[config.mk]
export PLATFORM = sky130hd
export DESIGN_NAME = reg_file_bus_reader_flat
export DESIGN_NICKNAME = d
export VERILOG_FILES = /design/src/rtl/reg_file_bus_reader_if.sv /design/src/rtl/reg_file_bus_reader.sv /design/src/flat_wrapper.sv
export SDC_FILE = /design/constraint.sdc
export NUM_CORES = 1
export LEC_CHECK = 0
export ABC_CLOCK_PERIOD_IN_PS = 1400
export CAP_MARGIN = 20
export CORE_MARGIN = 2
export CORE_UTILIZATION = 60
export DETAILED_ROUTE_END_ITERATION = 8
export PLACE_DENSITY_LB_ADDON = 0.05
export SLEW_MARGIN = 10
export SYNTH_ARGS = -nofsm -noshare
export SYNTH_HDL_FRONTEND = slang
export SYNTH_SLANG_ARGS = --single-unit
[constraint.sdc]
create_clock -name clk -period 1.4 [get_ports clk]
set_input_delay 0.28 -clock clk [delete_from_list [all_inputs] [get_ports clk]]
set_output_delay 0.28 -clock clk [all_outputs]
set_load 0.05 [all_outputs]
[src/rtl/reg_file_bus_reader_if.sv]
// Bus-side bundle for the register-file read/write port. The control
// unit / datapath drives the master side; the register file is the slave.
interface reg_file_bus_reader_if;
  logic [31:0] ir;
  logic        gra;
  logic        grb;
  logic        grc;
  logic        rin;
  logic        rout;
  logic        baout;
  logic [31:0] bus_in;
  logic [31:0] bus_out;
  logic        rd_valid;
  logic        sel_err;
  logic [31:0] c_sext;

  modport master (
    output ir, gra, grb, grc, rin, rout, baout, bus_in,
    input  bus_out, rd_valid, sel_err, c_sext
  );

  modport slave (
    input  ir, gra, grb, grc, rin, rout, baout, bus_in,
    output bus_out, rd_valid, sel_err, c_sext
  );
endinterface

[src/rtl/reg_file_bus_reader.sv]
// Register file R0..R(NUM_REGS-1) with IR-field select/encode, bus write,
// registered bus read (one-cycle latency plus valid strobe), base-address
// read where R0 reads as zero, a registered multi-select error strobe and a
// registered sign extension of the IR constant field.
module reg_file_bus_reader #(
  parameter int          NUM_REGS = 16,
  parameter logic [31:0] INIT_VAL = 32'h00000000
) (
  input logic                  clk,
  input logic                  clr,
  reg_file_bus_reader_if.slave bus
);

  localparam int DATA_W = 32;
  localparam int IDX_W  = 4;
  localparam int C_W    = 19;

  // Sign-extend the 19-bit IR constant field to the datapath width.
  function automatic logic signed [DATA_W-1:0] sext_c(input logic [C_W-1:0] f);
    logic signed [C_W-1:0] s;
    s = f;
    return DATA_W'(s);
  endfunction

  logic [DATA_W-1:0]        regs [NUM_REGS];

  logic [IDX_W-1:0]         sel_p0;
  logic                     sel_ok_p0;
  logic                     multi_gr_p0;
  logic                     any_op_p0;
  logic                     rd_req_p0;
  logic                     wr_req_p0;
  logic [DATA_W-1:0]        rd_val_p0;

  logic [DATA_W-1:0]        rdata_p1;
  logic                     vld_p1;
  logic                     err_p1;
  logic signed [DATA_W-1:0] csext_p1;

  // Stage p0: decode the select field, the error condition and the read value.
  always_comb begin
    sel_p0      = bus.ir[18:15];
    if (bus.gra)
      sel_p0 = bus.ir[26:23];
    else if (bus.grb)
      sel_p0 = bus.ir[22:19];
    sel_ok_p0   = (bus.gra | bus.grb | bus.grc) && (int'(sel_p0) < NUM_REGS);
    multi_gr_p0 = (bus.gra & bus.grb) | (bus.gra & bus.grc) | (bus.grb & bus.grc);
    any_op_p0   = bus.rin | bus.rout | bus.baout;
    rd_req_p0   = sel_ok_p0 & (bus.rout | bus.baout);
    wr_req_p0   = sel_ok_p0 & bus.rin;
    // Base-address reads of R0 return zero; reads sample pre-write contents.
    rd_val_p0   = '0;
    if (sel_ok_p0 && !(bus.baout && sel_p0 == '0))
      rd_val_p0 = regs[sel_p0];
  end

  // Register array: reset to INIT_VAL, write bus_in into the selected register.
  always_ff @(posedge clk or negedge clr) begin
    if (!clr) begin
      for (int i = 0; i < NUM_REGS; i++)
        regs[i] <= INIT_VAL;
    end else if (wr_req_p0) begin
      regs[sel_p0] <= bus.bus_in;
    end
  end

  // Stage p1: registered read data, valid and error strobes, sign extension.
  always_ff @(posedge clk or negedge clr) begin
    if (!clr) begin
      rdata_p1 <= '0;
      vld_p1   <= 1'b0;
      err_p1   <= 1'b0;
      csext_p1 <= '0;
    end else begin
      vld_p1   <= rd_req_p0;
      err_p1   <= multi_gr_p0 & any_op_p0;
      csext_p1 <= sext_c(bus.ir[C_W-1:0]);
      if (rd_req_p0)
        rdata_p1 <= rd_val_p0;
    end
  end

  assign bus.bus_out  = rdata_p1;
  assign bus.rd_valid = vld_p1;
  assign bus.sel_err  = err_p1;
  assign bus.c_sext   = csext_p1;

endmodule

[src/flat_wrapper.sv]
// flat-port wrapper written by rule: the top's interface ports become plain ports
module reg_file_bus_reader_flat 
#(
  parameter int          NUM_REGS = 16,
  parameter logic [31:0] INIT_VAL = 32'h00000000
)
  (clk, clr, bus_ir, bus_gra, bus_grb, bus_grc, bus_rin, bus_rout, bus_baout, bus_bus_in, bus_bus_out, bus_rd_valid, bus_sel_err, bus_c_sext);
  reg_file_bus_reader_if bus_i ();
  input logic clk;
  input logic clr;
  input wire logic [$bits(bus_i.ir)-1:0] bus_ir;
  input wire logic [$bits(bus_i.gra)-1:0] bus_gra;
  input wire logic [$bits(bus_i.grb)-1:0] bus_grb;
  input wire logic [$bits(bus_i.grc)-1:0] bus_grc;
  input wire logic [$bits(bus_i.rin)-1:0] bus_rin;
  input wire logic [$bits(bus_i.rout)-1:0] bus_rout;
  input wire logic [$bits(bus_i.baout)-1:0] bus_baout;
  input wire logic [$bits(bus_i.bus_in)-1:0] bus_bus_in;
  output wire logic [$bits(bus_i.bus_out)-1:0] bus_bus_out;
  output wire logic [$bits(bus_i.rd_valid)-1:0] bus_rd_valid;
  output wire logic [$bits(bus_i.sel_err)-1:0] bus_sel_err;
  output wire logic [$bits(bus_i.c_sext)-1:0] bus_c_sext;
  assign bus_i.ir = bus_ir;
  assign bus_i.gra = bus_gra;
  assign bus_i.grb = bus_grb;
  assign bus_i.grc = bus_grc;
  assign bus_i.rin = bus_rin;
  assign bus_i.rout = bus_rout;
  assign bus_i.baout = bus_baout;
  assign bus_i.bus_in = bus_bus_in;
  assign bus_bus_out = bus_i.bus_out;
  assign bus_rd_valid = bus_i.rd_valid;
  assign bus_sel_err = bus_i.sel_err;
  assign bus_c_sext = bus_i.c_sext;
  reg_file_bus_reader #(.NUM_REGS(NUM_REGS), .INIT_VAL(INIT_VAL)) u_core (.clk(clk), .clr(clr), .bus(bus_i));
endmodule
==> impl_results.md, run 1 <==
- Status: complete, but fails checks
- Failing checks: negative setup slack
- Synth Instances: 2,158
- Seq/Total Area, Yosys: 55.2%
- Io pins: 138
- First DRT Iteration DRCs: 4,071
- Worst setup SP type: primary input
- Initial antenna violation count: 4
- Yosys top cell area share: 55.2%
- Most used cell, CP: buf_6
- Worst hold start: bus_grc
- Hold EP: u_core.bus.sel_err
- Final worst path period share: 143%
- Core Util, Final: approximately nine tenths
- Worst setup EP type: flip-flop
- Drt pass-1 iters: 9
- CP Data Arrival Time: ~2.5 ns
- Area leader, netlist: dfrtp_1
- GRT overflow: 0
- RR Startpoint: u_core.regs[289]
- R2R depth: 4
- Via count: 23,700
- Area contributors post-synth: dfrtp_1 (55%), mux2_2 (20%), nand2_1 (6.4%)
- Total GRT Usage: around 49%
- Vias in the first global route: about 24,000
- Clock transition at path regs: roughly 0.07 ns
- Maximum clock rate: 0.500 GHz
- RSZ-0062 raised after global routing: yes
- Initial Util: 60.9%
- Fill cells: 1,285
- Cell at the slowest stage of the critical path: mux2_2
- FP Rows: 75
- Critical path type: primary input to flip-flop
- Final instance area: 38,300 sq um
- Family with the most delay on the worst path: buffers and inverters
- Tmin final: 2.00 ns
- Netlist cell types: between 40 and 50
- Placed cells: 2,837
- Worst setup margin: -0.601 ns
- Hold Path Stages: 3
- Setup TNS Final: -175.65 ns
- Drt drc: 0
- Tightest Pin Transition: between 0.6 and 0.7 ns
- Placed Area: 30,700 sq um
- Syn Nets: 2,230
- Critical-path cell list: buf_12 -> mux2_4 -> buf_6 -> o21a_4 -> buf_6 -> nor3_4 -> buf_6 -> nand3_4 -> buf_12 -> mux2_2
- Leak: 17.4 nW
- Die width: 211 um
- Worst Path Buf+Inv: 5
- Die Ht: 211 um
- Crit path required time: around 1.9 ns
- Post-Route WL: 124 mm
- Non-Filler Instances: 3,134
- Routability cong.: 0.864
- Worst hold path type: primary input to flip-flop
- Clock Tree Root: clkbuf_16
- # clock sinks: approximately 570
- Max-cap viol count: 0
- Final setup fails: 610
- Largest net degree at the start of global routing: 77
- Post-route antenna net violation count: 0
- Delay of the slowest critical-path stage: between 0.3 and 0.4 ns
- Crit-path max FO: 6
- Fin nets: 2,624
- Commonest non-fill, non-tap cells in the layout: dfrtp_1 (554), mux2_4 (427), nand2_1 (388)
- Wirelength per Cell: 39.7 um
- Vias/cell: 7.57
- Deepest clock path buffer count: 3
- Yosys warns: 0
- R2r endpoint: u_core.bus.bus_out[1]
- Pwr dens: 1680 nW/um^2
- CTS tree: built
- Die area: 44,300 sq um
- Commonest non-fill, non-tap cell in the layout: dfrtp_1
- Syn Std Cell Area: about 26,000 sq um
- PortBufs: 132
- H-Tree Depth: 2
- DP Wirelength: 45.6 mm
- Share of cells above drive strength 1: about half
- Core area: 42,000 sq um
- Worst Clk Skew: 0.0159 ns
- Mapped Avg Cell Area: 11.9 sq um
- Yosys reg bits: 565
- Layout area overhead: 49.5%
- First-pass GRT wire length: 158 mm
- Flop2flop setup slack: -0.17 ns
- Final Max Tran Viols: 0
- Fin. Hold Viols: 0
- Total CTS buffers: 58
- Peak VDD IR: approximately 0.0013 V
- Slew Limit Headroom: 59.1%
- Insertion delay to the later sink of the worst-skew pair: 0.66 ns
- Placement Setup Slack: -1.38 ns
area by class of cell:
type,instances,area [sq um],area share [%]
clock inverter,20,365,0.955
antenna,1,2.50,0.00654
multi-input combinational,1400,13400,35.1
clock buffer,82,1680,4.40
timing repair buffer,526,7960,20.8
tap,539,674,1.76
sequential,565,14200,37.0
inverter,1,3.75,0.00981
repair_timing:
action,in CTS,in global routing
pin swaps,126,62
cloned,51,17
setup buffers,119,43
endpoints found under the setup margin,610,610
endpoints found under the hold margin,392,1
resized for setup,523,202
hold buffers,4,1
logic make-up (layout without fill, tap and decap cells):
group / count (synthesis) / count (layout) / share of synthesized area, %
AOI/OAI and AO/OA: 175 / 175 / 5.41
buffers and inverters: 193 / 629 / 4.00
DFF: 565 / 565 / 55.2
muxes: 563 / 563 / 24.5
other: 0 / 1 / 0
and+or+nand+nor: 662 / 662 / 10.8
worst max-delay path by stage:
stage                          start  depth (start not counted)                      to
2_1_floorplan                bus_grb                          8        u_core.regs[481]
3_3_place_gp                 bus_grb                          9  u_core.bus.bus_out[29]
3_5_place_dp                 bus_grb                          9   u_core.bus.bus_out[3]
4_1_cts        u_core.bus.c_sext[18]                          2          bus_c_sext[23]
5_1_grt                      bus_grb                         10        u_core.regs[367]
6_report                     bus_grb                         10        u_core.regs[367]
synth_stat cells (all sizes together):
library cell and number:
dfrtp 565, mux2 514, nand2 440, buf 122
nor2 86, nand3 84, clkbuf 70, mux2i 49
a21oi 45, a32oi 42, nand4 40, o221ai 34
a31oi 20, o41ai 20, o21ai 7, o21a 4
nand2b 3, nor3 3, a22oi 2, or3 2
a221oi 1, inv 1, nor2b 1, nor4 1
nor4b 1, or2 1
layer usage:
metal	GRT usage, %	wire, um	up-vias
met2	71.3	51000	2717
met3	17.7	19800	1203
met1	58.0	38700	11500
li1	-	-	8337
met4	40.5	14600	14
met5	0.779	312	-
power breakdown:
group	total, mW	internal (mW)	switching, mW	leakage (nW)
registers	26.5	21.6	4.95	6.96
logic	20.4	10.8	9.56	9.42
clock network	17.5	10.2	7.32	0.996
total	64.4	42.6	21.8	17.4
state kept, by name (all words and copies together), names as in the netlist:
name / flops
u_core.bus.bus_out: 32
u_core.bus.sel_err: 1
u_core.bus.rd_valid: 1
u_core.bus.c_sext: 19
u_core.regs: 512
worst min-delay path, delay by kind of cell:
family | cells | cell delay (ns)
buffers and inverters | 1 | 0.27
and+or+nand+nor | 1 | 0.07
AOI/OAI and AO/OA | 1 | 0.05
per-stage QoR:
step / hold slack (ns) / power (mW)
2_1_floorplan: -0.0156 / 33.8
3_3_place_gp: 0.151 / 38.3
3_5_place_dp: 0.151 / 39.1
4_1_cts: 0.0720 / 58.8
5_1_grt: 0.0734 / 65.2
6_report: 0.0524 / 64.4
Note: power is estimated with default switching activity, not from simulation.
==> inputs of run 2 (changes only) <==
--- a/config.mk
+++ b/config.mk
@@ -9,6 +9,7 @@
 export CAP_MARGIN = 20
 export CORE_MARGIN = 2
 export CORE_UTILIZATION = 60
+export CTS_BUF_LIST = sky130_fd_sc_hd__clkbuf_8
 export DETAILED_ROUTE_END_ITERATION = 8
 export PLACE_DENSITY_LB_ADDON = 0.05
 export SLEW_MARGIN = 10
==> run 2 against run 1 <==
Net effect: the flow still finishes with violations (negative setup slack); design area fell by 0.36%; core utilization fell by 0.33 points; clock power fell by 11%; cell count rose by 2.4%; register-to-register slack improved by 0.05 ns; non-clock buffer count rose by 13; sequential cell count did not move; first-iteration DRC count rose by 2.3%; global-route usage fell by 0.68 points; sequential power barely moved.
==> impl_results.md, run 2 (synthesized netlist as in run 1, its figures left out) <==
- Post-Route WL: 123 mm (-1.0%)
- Fin nets: 2,672 (+1.8%)
- R2R depth: 4 (unchanged)
- FP Rows: 75 (unchanged)
- First DRT Iteration DRCs: 4,166 (+2.3%)
- Tightest Pin Transition: 0.467 ns (-0.146 ns)
- Share of cells above drive strength 1: 50.9% (-0.18 points)
- Worst setup margin: -0.494 ns (+0.107 ns)
- Crit-path max FO: 8 (+2)
- Final setup fails: 610 (unchanged)
- Fin. Hold Viols: 0 (unchanged)
- Critical path type: primary input to flip-flop
- Via count: 24,200 (+1.8%)
- Deepest clock path buffer count: 3 (unchanged)
- Die Ht: 211 um (unchanged)
- Reg with most FFs: u_core.regs
- Status: complete, but fails checks
- Total CTS buffers: 93 (+60%)
- Pwr dens: 1640 nW/um^2 (-2.8%)
- Insertion delay to the later sink of the worst-skew pair: 0.73 ns (+0.07 ns)
- Crit path required time: 1.97 ns (+0.08 ns)
- Worst Clk Skew: 0.0487 ns (+0.0327 ns)
- Drt pass-1 iters: 7 (-2)
- Setup TNS Final: -121.68 ns (+53.97 ns)
- Total GRT Usage: 48.2% (-0.68 points)
- Failing checks: negative setup slack
- Die area: 44,300 sq um (unchanged)
- Worst setup EP type: flip-flop
- Initial Util: 60.9% (unchanged)
- Io pins: 138 (unchanged)
- Vias/cell: 7.53 (-0.54%)
- CP Data Arrival Time: 2.46 ns (-0.03 ns)
- Vias in the first global route: 24,100 (+1.4%)
- Layout area overhead: 49.0%
- GRT overflow: 0 (unchanged)
- # clock sinks: 565 (unchanged)
- RSZ-0062 raised after global routing: yes
- Clock transition at path regs: 0.08 ns (about the same)
- CTS tree: built
- Clock Tree Root: clkbuf_8
- Placement Setup Slack: -1.38 ns (unchanged)
- Largest net degree at the start of global routing: 77 (unchanged)
- Maximum clock rate: 0.528 GHz (+5.7%)
- Core Util, Final: 90.7% (-0.33 points)
- Post-route antenna net violation count: 0 (unchanged)
- PortBufs: 132 (unchanged)
- Initial antenna violation count: 3 (-1)
- Final Max Tran Viols: 0 (unchanged)
- Drt drc: 0 (unchanged)
- Slew Limit Headroom: 68.8% (+9.7 points)
- Commonest non-fill, non-tap cell in the layout: dfrtp_1
- Wirelength per Cell: 38.4 um (-3.4%)
- DP Wirelength: 45.6 mm (unchanged)
- Commonest non-fill, non-tap cells in the layout: dfrtp_1 (553), mux2_4 (425), nand2_1 (411)
- Worst setup SP type: primary input
- Final worst path period share: 135% (-7.7 points)
- Leak: 17.4 nW (about the same)
- Routability cong.: 0.864 (unchanged)
- Peak VDD IR: 0.00127 V (-5.5%)
- H-Tree Depth: 3 (+1)
- First-pass GRT wire length: 156 mm (-1.3%)
- Tmin final: 1.89 ns (-0.107 ns)
- Worst hold path type: primary input to asynchronous set/reset pin
- Die width: 211 um (unchanged)
- Max FFs per register: 512 (unchanged)
- Max-cap viol count: 0 (unchanged)
- Core area: 42,000 sq um (unchanged)
run 2: cell count changes in the layout (fill, tap and decap cells not counted), sizes merged, moves of 3 or more:
cell,before,now
clkbuf,98,134
inv,2,24
diode,1,4
buf,446,466
clkinv,6,13
bufinv,10,0
run 2: worst paths after layout:
kind,from,slack [ns],end
min in group clk,bus_ir[0],0.03,u_core.bus.c_sext[0]
hold reg to reg,u_core.regs[228],0.51,u_core.regs[228]
hold / removal,clr,0.006,u_core.regs[428]
max in group asynchronous,clr,0.54,u_core.regs[132]
setup reg to reg,u_core.regs[295],-0.12,u_core.bus.bus_out[7]
setup / recovery,bus_grb,-0.49,u_core.bus.bus_out[9]
run 2: critical path, stage by stage:
cell       delay (ns)
buf_12           0.11
buf_6            0.11
mux2_4           0.23
o21a_4           0.22
buf_12           0.15
buf_8            0.13
buf_12           0.14
clkbuf_16        0.16
nand2_1          0.07
a32oi_1          0.29
a31oi_1          0.16
o41ai_1          0.41
run 2: cell type report:
| cell class | count | area [sq um] |
|---|---|---|
| Multi-Input combinational cell | 1400 | 13400 |
| Inverter | 1 | 3.75 |
| Sequential cell | 565 | 14200 |
| Timing Repair Buffer | 539 | 8040 |
| Tap cell | 539 | 674 |
| Clock buffer | 124 | 1710 |
| Clock inverter | 37 | 159 |
| Fill cell | 1304 | 3910 |
| Antenna cell | 4 | 10.0 |
run 2: repair_timing:
item,4_1_cts,5_1_grt
gates resized for setup,452,274
pin swaps,112,107
setup buffers,112,67
setup endpoints to repair,610,610
hold buffers,4,0
gates cloned,55,13
hold endpoints to repair,419,0
run 2: metal layers:
metal	wire [um]	GRT usage [%]	vias up
li1	-	-	8450
met1	38800	57.0	11600
met2	50300	70.1	2839
met3	19000	17.9	1241
met4	14600	40.0	13
met5	427	0.890	-
run 2: power breakdown:
| part | internal, mW | switching, mW | total (mW) |
|---|---|---|---|
| Combinational | 10.9 | 9.55 | 20.5 |
| Clock | 7.86 | 7.65 | 15.5 |
| Sequential | 21.6 | 4.79 | 26.4 |
run 2: per-stage QoR:
| stage | total power [mW] | hold WS [ns] | instances | instance area (sq um) |
|---|---|---|---|---|
| 3_5_place_dp | 39.1 | 0.151 | 2837 | 30700 |
| 2_1_floorplan | 33.8 | -0.0156 | 2158 | 26800 |
| 3_3_place_gp | 38.3 | 0.151 | 2837 | 30700 |
| 4_1_cts | 56.2 | 0.00117 | 3165 | 36800 |
| 6_report | 62.3 | 0.00626 | 3209 | 38100 |
| 5_1_grt | 63.2 | 0.0137 | 3205 | 38100 |
